===== src/rtl/sobel_pkg.sv =====
// Shared types and constants for the Sobel window scan controller.
package sobel_pkg;

    typedef enum logic {
        StIdle,
        StRun
    } state_t;

    localparam int unsigned DEF_IMG_W = 64;
    localparam int unsigned DEF_IMG_H = 64;

    // Bits needed to hold values 0..n-1, never less than one bit.
    function automatic int unsigned width_of(input int unsigned n);
        return (n <= 2) ? 1 : $clog2(n);
    endfunction

endpackage


===== src/rtl/wrap_counter.sv =====
// Modulo-N up counter with synchronous clear; wrap flags the increment that rolls over.
module wrap_counter
    import sobel_pkg::*;
#(
    parameter int unsigned MODULUS = 4,
    parameter int unsigned W       = width_of(MODULUS)
) (
    input  logic         clk,
    input  logic         reset,
    input  logic         clear,
    input  logic         inc,
    output logic [W-1:0] count,
    output logic         wrap
);

    assign wrap = inc && (count == W'(MODULUS - 1));

    always_ff @(posedge clk) begin
        if (reset || clear) begin
            count <= '0;
        end else if (inc) begin
            count <= wrap ? '0 : count + W'(1);
        end
    end

endmodule


===== src/rtl/sobel_scan_ctrl.sv =====
// Raster-scan controller issuing one 3x3 window centre per accepted tick over a frame.
module sobel_scan_ctrl
    import sobel_pkg::*;
#(
    parameter int unsigned IMG_W  = DEF_IMG_W,
    parameter int unsigned IMG_H  = DEF_IMG_H,
    parameter int unsigned ADDR_W = width_of(IMG_W * IMG_H)
) (
    input  logic                        clk,
    input  logic                        reset,
    input  logic                        tick,
    input  logic                        start,
    input  logic                        pause,
    output logic [width_of(IMG_H)-1:0]  row,
    output logic [width_of(IMG_W)-1:0]  col,
    output logic [ADDR_W-1:0]           addr,
    output logic                        border,
    output logic                        win_valid,
    output logic                        busy,
    output logic                        done
);

    localparam int unsigned ROW_W = width_of(IMG_H);
    localparam int unsigned COL_W = width_of(IMG_W);

    state_t state_q, state_d;

    logic             issue;
    logic             clear_pos;
    logic             col_wrap;
    logic             row_wrap;
    logic [COL_W-1:0] col_cnt;
    logic [ROW_W-1:0] row_cnt;
    logic [ADDR_W-1:0] addr_cnt;
    logic             edge_pos;

    assign issue = (state_q == StRun) && tick && !pause;
    assign busy  = (state_q == StRun);

    wrap_counter #(
        .MODULUS (IMG_W),
        .W       (COL_W)
    ) u_col_cnt (
        .clk   (clk),
        .reset (reset),
        .clear (clear_pos),
        .inc   (issue),
        .count (col_cnt),
        .wrap  (col_wrap)
    );

    // Row wrap only fires on the final position of the frame.
    wrap_counter #(
        .MODULUS (IMG_H),
        .W       (ROW_W)
    ) u_row_cnt (
        .clk   (clk),
        .reset (reset),
        .clear (clear_pos),
        .inc   (col_wrap),
        .count (row_cnt),
        .wrap  (row_wrap)
    );

    always_ff @(posedge clk) begin
        if (reset) begin
            state_q <= StIdle;
        end else begin
            state_q <= state_d;
        end
    end

    always_comb begin
        state_d   = state_q;
        clear_pos = 1'b0;
        unique case (state_q)
            StIdle: begin
                if (start) begin
                    clear_pos = 1'b1;
                    state_d   = StRun;
                end
            end
            StRun: begin
                if (row_wrap) begin
                    state_d = StIdle;
                end
            end
            default: state_d = StIdle;
        endcase
    end

    // Linear address tracks the raster position, avoiding a row*IMG_W multiply.
    always_ff @(posedge clk) begin
        if (reset || clear_pos) begin
            addr_cnt <= '0;
        end else if (issue) begin
            addr_cnt <= row_wrap ? '0 : addr_cnt + ADDR_W'(1);
        end
    end

    assign edge_pos = (row_cnt == '0) || (row_cnt == ROW_W'(IMG_H - 1)) ||
                      (col_cnt == '0) || (col_cnt == COL_W'(IMG_W - 1));

    always_ff @(posedge clk) begin
        if (reset) begin
            row       <= '0;
            col       <= '0;
            addr      <= '0;
            border    <= 1'b0;
            win_valid <= 1'b0;
            done      <= 1'b0;
        end else begin
            win_valid <= issue;
            done      <= row_wrap;
            if (issue) begin
                row    <= row_cnt;
                col    <= col_cnt;
                addr   <= addr_cnt;
                border <= edge_pos;
            end
        end
    end

endmodule


===== config.mk =====
export PLATFORM = sky130hd
export DESIGN_NAME = sobel_scan_ctrl
export DESIGN_NICKNAME = d
export VERILOG_FILES = /design/src/rtl/sobel_pkg.sv /design/src/rtl/wrap_counter.sv /design/src/rtl/sobel_scan_ctrl.sv
export SDC_FILE = /design/constraint.sdc
export NUM_CORES = 1
export LEC_CHECK = 0
export ABC_AREA = 1
export CELL_PAD_IN_SITES_DETAIL_PLACEMENT = 0
export CELL_PAD_IN_SITES_GLOBAL_PLACEMENT = 1
export CORE_AREA = 2 2 78 80
export DETAILED_ROUTE_END_ITERATION = 7
export DIE_AREA = 0 0 80 82
export GPL_TIMING_DRIVEN = 1
export PLACE_DENSITY = 0.91
export SKIP_CTS_REPAIR_TIMING = 1
export SLEW_MARGIN = 10
export SYNTH_ARGS = -nofsm -noshare
export SYNTH_HDL_FRONTEND = slang
export SYNTH_HIERARCHICAL = 1
export SYNTH_SLANG_ARGS = --single-unit

===== constraint.sdc =====
create_clock -name clk -period 4.9 [get_ports clk]
set_input_delay 0.98 -clock clk [delete_from_list [all_inputs] [get_ports clk]]
set_output_delay 0.98 -clock clk [all_outputs]
set_load 0.01 [all_outputs]

==> results of run 1 <==
[state kept, by name, summed over array words and instances (netlist names)]
| signal | flops |
|---|---|
| done | 1 |
| addr_cnt | 12 |
| addr | 12 |
| col | 6 |
| busy | 1 |
| win_valid | 1 |
| row | 6 |
| u_row_cnt/count | 6 |
| u_col_cnt/count | 6 |
| border | 1 |
[per-layer routing]
| layer | GRT usage | vias up |
|---|---|---|
| met3 | 0.0352 | 12 |
| met5 | 0 | - |
| met2 | 0.283 | 39 |
| met4 | 0.0627 | 0 |
| li1 | - | 1086 |
| met1 | 0.193 | 913 |
[kinds of logic after synthesis]
logic type	share of synthesized area
compound gates	0.128
flops	0.456
buf+inv	0.0882
simple gates	0.312
fa+ha+maj	0.0164
[area by class of cell]
| class | count | area, um2 |
|---|---|---|
| fillers | 612 | 2980 |
| multi-input cells | 222 | 1040 |
| flip-flops and latches | 52 | 1040 |
| repair buffers | 32 | 320 |
| inverters | 41 | 154 |
| well taps | 75 | 93.8 |
| clock buffers | 5 | 68.8 |
| clock inverters | 3 | 46.3 |
[worst min-delay path, cell delays in order (launching register included)]
cell	delay [ps]
dfxtp_1	320
inv_1	60
a21oi_1	50
[power by group]
part / switching (mW) / total (mW) / leakage, nW / internal, mW
Combinational: 0.0334 / 0.0614 / 0.607 / 0.0279
Sequential: 0.00647 / 0.439 / 0.421 / 0.432
Clock: 0.149 / 0.303 / 0.0548 / 0.154
[path summary, 6_finish.rpt]
check	from	endpoint	slack, ps	cells past startpoint
setup reg to reg	busy$_SDFF_PP0_	addr_cnt[4]$_SDFFE_PP0P_	2580	11
setup / recovery	tick	addr_cnt[4]$_SDFFE_PP0P_	1890	12
hold / removal	addr_cnt[11]$_SDFFE_PP0P_	addr[11]$_SDFFE_PP0P_	480	2
hold reg to reg	addr_cnt[11]$_SDFFE_PP0P_	addr[11]$_SDFFE_PP0P_	480	2
[layout by cell type, fill, tap and decap left out]
cell / count
a211oi_1: 1
a211oi_2: 1
a21boi_1: 1
a21oi_1: 19
bufinv_16: 1
clkbuf_8: 5
clkdlybuf4s50_1: 32
clkinvlp_4: 1
dfxtp_1: 52
ha_1: 3
inv_1: 40
inv_2: 1
inv_6: 1
nand2_1: 60
nand2_2: 4
nand3_1: 22
nand3_4: 1
nand4_1: 3
nor2_1: 63
nor2_2: 6
nor2_4: 1
nor2_8: 1
nor3_1: 2
o21ai_0: 32
o21ai_1: 2
==> results_dict.tcl, run 1 <==
set metrics [dict create \
    path_clk_slew_ps 100 \
    rows 28 \
    dp.cells 422 \
    post-route-period-util 0.614 \
    cts.sinks 52 \
    start_util 0.398 \
    postRouteWirelength_mm 4.85 \
    setup_slack_ps 1890 \
    rsz0062_at_grt "false" \
    ys_seq_elements 52 \
    synth.top_cell.area_share 0.456 \
    drtPass1Iterations 4 \
    ys_types 24 \
    ant_nets 0 \
    tightest_slew_ps 607 \
    period_needed_ps 3010 \
    p_total_mw 0.803 \
    antenna_found_initial 0 \
    wl_met2_mm 2.35 \
    path_buf_inv 4 \
    max_cap_violations 0 \
    crit_family "simple AND/OR/NAND/NOR gates" \
    dpl_cell_area_mm2 0.00265 \
    wl_met1_mm 2.23 \
    synth_area_leaders "dfxtp_1 46%, nor2_1 10%, nand2_1 9.9%, o21ai_0 7.0%, inv_1 6.6%" \
    crit_path_start_kind "input port" \
    stdcell_count 430 \
    overflow 0 \
    root_buffer "clkbuf_8" \
    layout-drive-gt1-share 0.0648 \
    globalplace.congestion 0.850 \
    hold_viol_final 0 \
    synthArstFlopShare 0 \
    synthCells 322 \
    grt_pass1_wl_mm 8.27 \
    grt_pass1_vias 1885 \
    setup_tns_ps 0 \
    synth_common_cells "63 x nor2_1, 60 x nand2_1, 52 x dfxtp_1" \
    drtIter0Drc 93 \
    cts_tree "done" \
    seq_area_frac_synth 0.456 \
    nets 362 \
    post-synth-top-count-cell "nor2_1" \
    grtUsageTotal 0.161 \
    min_path_type "flip-flop to flip-flop" \
    peakVddDrop_mv 0.115 \
    path_max_fanout 51 \
    grt_max_degree 52 \
    drc 0 \
    place_ws_ps 1520 \
    port_buffers 32 \
    diodes 0 \
    syn-cell-area_mm2 0.00228 \
    crit_type "input port to flip-flop" \
    fin_area_mm2 0.00277 \
    routed.top_layer "met4" \
    powerDensity_mw_per_mm2 290 \
    ios 33 \
    crit_chain "clkdlybuf4s50_1 -> nand2_2 -> nor2_8 -> nand3_1 -> inv_1 -> nand3_1 -> inv_1 -> nand2_1 -> nand2_2 -> inv_2 -> o21ai_0 -> nor2_1" \
    area_growth_pct 21.1 \
    setup_viol 0 \
    hpwl_mm 3.46 \
    cp-end-kind "flip-flop" \
    fmax_mhz 333 \
    outcome "complete, no violations" \
    vias 2050 \
    core_area_mm2 0.00575 \
    fin_hold_ws_ps 477 \
    crit_required_ps 5120 \
    slew_viol_final 0 \
    die_w_um 80 \
    dr_wl_met3_um 170 \
    syn_avg_cell_area_um2 7.10 \
    die_y_um 82 \
    slowest_delay_ps 540 \
    skew_ps 10.3 \
    via_per_inst 4.77 \
    ys_warn_count 6 \
    final_core_util 0.481 \
    synth_edf_count 0 \
    cp_slowest_cell "clkdlybuf4s50_1" \
    numCtsBuffers 5 \
    leakage_nw 1.08 \
    synth_ff_type "dfxtp_1" \
    max-slew-margin-rel 0.596 \
    critPathArrivalTime_ps 3230 \
    dieArea_mm2 0.00656 \
    wire_per_inst_um 11.3 \
    syn_nets 330 \
    cts_buffer_depth 2 \
    clk_latency_ps 310 \
    synth_top_area_cell "dfxtp_1" \
    h-tree-depth 2 \
]
Power figures use the tool's default switching activity.
==> run 2: changes to the inputs <==
--- a/config.mk
+++ b/config.mk
@@ -8,11 +8,11 @@
 export ABC_AREA = 1
 export CELL_PAD_IN_SITES_DETAIL_PLACEMENT = 0
 export CELL_PAD_IN_SITES_GLOBAL_PLACEMENT = 1
-export CORE_AREA = 2 2 78 80
+export CORE_AREA = 2 2 84 86
 export DETAILED_ROUTE_END_ITERATION = 7
-export DIE_AREA = 0 0 80 82
+export DIE_AREA = 0 0 86 88
 export GPL_TIMING_DRIVEN = 1
-export PLACE_DENSITY = 0.91
+export PLACE_DENSITY = 0.84
 export SKIP_CTS_REPAIR_TIMING = 1
 export SLEW_MARGIN = 10
 export SYNTH_ARGS = -nofsm -noshare
==> constraint.sdc (replaced) <==
create_clock -name clk -period 2.6 [get_ports clk]
set_input_delay 0.52 -clock clk [delete_from_list [all_inputs] [get_ports clk]]
set_output_delay 0.52 -clock clk [all_outputs]
set_load 0.01 [all_outputs]
==> run 2 against run 1 <==
Effect of this change: first-iteration DRC count fell by 22%; flip-flop and latch count is the same; global-route usage is 1.8 points lower; final area grew 1.2%; count of clock-buffer cells in the layout unchanged; sequential power is 88% higher; routed wire length up 3.7%; setup slack got worse by 1200 ps; combinational power rose by 94%; critical path depth shrank 3; non-clock buffer count is 4 higher; critical endpoint is now u_col_cnt/count[5]$_SDFFE_PP0P_.
==> results_dict.tcl, run 2 (same netlist as run 1, synthesis figures left out) <==
set metrics [dict create \
    outcome "complete, no violations" \
    diodes 0 \
    pwr-share-comb 0.079 \
    cts_buffer_depth 2 \
    tightest_slew_ps 460 \
    p_total_mw 1.50 \
    max-slew-margin-rel 0.693 \
    clk_latency_ps 310 \
    pwr-share-seq 0.549 \
    drtPass1Iterations 4 \
    port_buffers 32 \
    area_growth_pct 22.5 \
    via_per_inst 4.75 \
    crit_type "input port to flip-flop" \
    die_w_um 86 \
    cts_tree "done" \
    cp-end-kind "flip-flop" \
    path_max_fanout 50 \
    ios 33 \
    period_needed_ps 1940 \
    setup_tns_ps 0 \
    rsz0062_at_grt "false" \
    max_cap_violations 0 \
    globalplace.congestion 0.811 \
    layout-drive-gt1-share 0.0752 \
    post-route-period-util 0.747 \
    min_path_type "flip-flop to flip-flop" \
    wire_per_inst_um 11.5 \
    peakVddDrop_mv 0.258 \
    vias 2085 \
    antenna_found_initial 0 \
    n_fill_cell 691 \
    setup_viol 0 \
    grt_pass1_vias 1981 \
    postRouteWirelength_mm 5.03 \
    powerDensity_mw_per_mm2 538 \
    layout_common_cells "63 x nor2_1, 60 x nand2_1, 52 x dfxtp_1" \
    nets 366 \
    drtIter0Drc 73 \
    critPathArrivalTime_ps 2150 \
    grt_max_degree 51 \
    reg_top3 "addr (12), addr_cnt (12)" \
    root_buffer "clkbuf_8" \
    h-tree-depth 2 \
    internal_power_mw 1.15 \
    drc 0 \
    start_util 0.344 \
    grt_pass1_wl_mm 8.63 \
    p_sw_mw 0.350 \
    numCtsBuffers 5 \
    hold_viol_final 0 \
    crit_required_ps 2810 \
    grtUsageTotal 0.143 \
    die_y_um 88 \
    final_common_cell "nor2_1" \
    hpwl_mm 3.64 \
    core_area_mm2 0.00664 \
    skew_ps 12.1 \
    overflow 0 \
    leakage_nw 1.10 \
    dieArea_mm2 0.00757 \
    path_clk_slew_ps 90 \
    p_clk_frac 0.371 \
    sw_frac_of_total 0.233 \
    slew_viol_final 0 \
    rows 30 \
    cts.sinks 52 \
    fmax_mhz 515 \
    ant_nets 0 \
    crit_path_start_kind "input port" \
]
-- run 2: worst paths after layout --
path	start	to	slack, ps	depth (start not counted)
worst max-delay path	tick	u_col_cnt/count[5]$_SDFFE_PP0P_	660	9
worst max register to register	u_col_cnt/count[0]$_SDFFE_PP0P_	addr_cnt[8]$_SDFFE_PP0P_	720	12
worst min register to register	addr[0]$_SDFFE_PP0P_	addr[0]$_SDFFE_PP0P_	480	2
worst min-delay path	addr[0]$_SDFFE_PP0P_	addr[0]$_SDFFE_PP0P_	480	2
-- run 2: routing by layer --
| metal | up-vias | wire length [um] | global-route usage |
|---|---|---|---|
| met4 | 0 | 47 | 0.0390 |
| met5 | - | 0 | 0 |
| met1 | 965 | 2330 | 0.168 |
| met3 | 6 | 129 | 0.0311 |
| met2 | 24 | 2530 | 0.263 |
| li1 | 1090 | - | - |
-- run 2: stage by stage --
stage / std cells / util / area [um2] / hold WS, ps / setup slack [ps]
2_1_floorplan: 322 / - / 2280 / 441 / 683
3_3_place_gp: 431 / 0.405 / 2690 / 465 / 345
3_5_place_dp: 431 / 0.405 / 2690 / 466 / 310
4_1_cts: 439 / 0.421 / 2800 / 480 / 644
5_1_grt: 439 / 0.421 / 2800 / 498 / 502
6_report: 439 / 0.421 / 2800 / 477 / 658
-- run 2: power groups by stage --
stage / Sequential (mW) / Clock [mW] / Combinational, mW
after floorplan: 0.851 / 0 / 0.0566
after global placement: 0.845 / 0 / 0.119
after detailed placement: 0.846 / 0 / 0.121
after CTS: 0.828 / 0.579 / 0.121
after global routing: 0.830 / 0.604 / 0.134
final: 0.827 / 0.559 / 0.119
-- run 2: worst max-delay path: stages --
cell and delay, ps:
clkdlybuf4s50_1 530, nand2_2 110, nor2_8 90, buf_4 410
nand2_2 100, nor2_2 160, nand3_1 90, nand2_1 90
nor2_2 30
-- run 2: cell type report --
| class | instances | area, um2 | area share |
|---|---|---|---|
| Tap cell | 80 | 100 | 0.0358 |
| Inverter | 41 | 154 | 0.0550 |
| Clock inverter | 3 | 42.5 | 0.0152 |
| Multi-Input combinational cell | 222 | 1040 | 0.372 |
| Clock buffer | 5 | 68.8 | 0.0246 |
| Sequential cell | 52 | 1040 | 0.372 |
| Timing Repair Buffer | 36 | 350 | 0.125 |
==> run 3: changes to the inputs <==
==> constraint.sdc (replaced) <==
create_clock -name clk -period 1.7 [get_ports clk]
set_input_delay 0.34 -clock clk [delete_from_list [all_inputs] [get_ports clk]]
set_output_delay 0.34 -clock clk [all_outputs]
set_load 0.01 [all_outputs]
==> run 3 against run 2 <==
Effect of this change: register-to-register slack got worse by 560 ps; count of clock-buffer cells in the layout unchanged; utilization grew 1.9 points; hold slack about the same; non-clock buffer count is 15 higher; combinational power up 64%; critical path depth is 8 lower; highest routed layer unchanged; die area unchanged.
==> results_dict.tcl, run 3 (same netlist as run 1, synthesis figures left out) <==
set metrics [dict create \
    grt_pass1_vias 1938 \
    final_common_cell "nor2_1" \
    cp_slowest_cell "clkdlybuf4s50_1" \
    drc 0 \
    grt_max_degree 25 \
    drtPass1Iterations 4 \
    via_per_inst 4.53 \
    outcome "complete, no violations" \
    hold_viol_final 0 \
    n_fill_cell 712 \
    grt_pass1_wl_mm 8.62 \
    rsz0062_at_grt "false" \
    path_max_fanout 5 \
    path_clk_slew_ps 100 \
    ant_nets 0 \
    layout-drive-gt1-share 0.128 \
    met3_usage 0.0292 \
    crit_required_ps 1360 \
    cp-startpoint "busy$_SDFF_PP0_" \
    drtIter0Drc 84 \
    overflow 0 \
    numCtsBuffers 5 \
    h-tree-depth 2 \
    use_met1 0.179 \
    port_buffers 32 \
    peakVddDrop_mv 0.336 \
    crit_type "flip-flop to output port" \
    reg2reg_to "u_row_cnt/count[5]$_SDFFE_PP0P_" \
    critPathArrivalTime_ps 1250 \
    post-route-period-util 0.936 \
    reg_top3 "addr (12), addr_cnt (12)" \
    clk_latency_ps 300 \
    min_path_type "flip-flop to flip-flop" \
    nets 381 \
    setup_viol 0 \
    cp_num_cells 1 \
    layout_common_cells "62 x nor2_1, 60 x nand2_1, 50 x dfxtp_1" \
    grtUsageTotal 0.140 \
    rows 30 \
    root_buffer "clkbuf_8" \
    multi_input_area_mm2 0.00105 \
    final_core_util 0.440 \
    setup_slack_ps 108 \
    period_needed_ps 1590 \
    hpwl_mm 3.72 \
    core_area_mm2 0.00664 \
    path_buf_inv 1 \
    dp.cells 446 \
    cts.sinks 52 \
    seqCellArea_mm2 0.00104 \
    vias 2055 \
    tightest_slew_ps 572 \
    crit_chain "clkdlybuf4s50_1" \
    grtUsageMet2 0.245 \
    cp-endpoint "busy" \
    worstReg2RegStart "u_col_cnt/count[1]$_SDFFE_PP0P_" \
    fin_hold_ws_ps 477 \
    globalplace.congestion 0.777 \
    stdcell_count 454 \
    cp-end-kind "output port" \
    slew_viol_final 0 \
    start_util 0.344 \
    dieArea_mm2 0.00757 \
    ios 33 \
    leakage_nw 1.17 \
    place_ws_ps -161 \
    cts_buffer_depth 2 \
    die_w_um 86 \
    skew_ps 4.32 \
    wire_per_inst_um 11.0 \
    max_cap_violations 0 \
    r2r_cells 11 \
    grt.busiest_layer "met2" \
    rrSetupSlack_ps 160 \
    fmax_mhz 628 \
    max-slew-margin-rel 0.618 \
    slowest_delay_ps 550 \
    crit_path_start_kind "flip-flop" \
    cts_tree "done" \
    powerDensity_mw_per_mm2 786 \
    die_y_um 88 \
    crit_family "buffers and inverters" \
    area_growth_pct 28.0 \
    antenna_found_initial 0 \
    postRouteWirelength_mm 5.02 \
    diodes 0 \
]
-- run 3: cell types whose count changed in the layout (fill, tap and decap cells not counted), sizes merged --
cell / before / now
buf: 4 / 19
-- run 3: layout make-up --
cell class | count | share of cell area
clock buffer | 5 | 0.0235
multi-input combinational | 222 | 0.360
inverter | 41 | 0.0526
clock inverter | 3 | 0.0145
timing repair buffer | 51 | 0.158
tap | 80 | 0.0342
sequential | 52 | 0.357
-- run 3: power by group --
group	switching, mW	total (mW)	internal, mW	leakage (nW)
registers	0.0167	1.26	1.25	0.422
clock network	0.405	0.841	0.436	0.0541
logic	0.101	0.195	0.0931	0.696
-- run 3: worst min-delay path by stage --
stage                                    startpoint               endpoint  slack, ps  depth (start not counted)
after floorplan                               reset        busy$_SDFF_PP0_        400                          1
after global placement          col[1]$_SDFFE_PP0P_    col[1]$_SDFFE_PP0P_        470                          2
after detailed placement  addr_cnt[11]$_SDFFE_PP0P_  addr[11]$_SDFFE_PP0P_        470                          2
after CTS                 addr_cnt[11]$_SDFFE_PP0P_  addr[11]$_SDFFE_PP0P_        480                          2
after global routing           addr[0]$_SDFFE_PP0P_   addr[0]$_SDFFE_PP0P_        500                          2
final                     addr_cnt[11]$_SDFFE_PP0P_  addr[11]$_SDFFE_PP0P_        480                          2
-- run 3: through the flow --
stage	instance area [um2]	setup TNS, ps	total power, mW
global route	2920	0	2.40
floorplan	2290	0	1.39
finish	2920	0	2.30
CTS	2910	0	2.34
global placement	2800	-3060	1.48
detailed placement	2800	-4040	1.49
-- run 3: layer usage --
metal  vias to the layer above  routed length [um]
li1                       1117                   -
met3                         5                 122
met2                        23                2400
met5                         -                   0
met1                       910                2450
met4                         0                  44
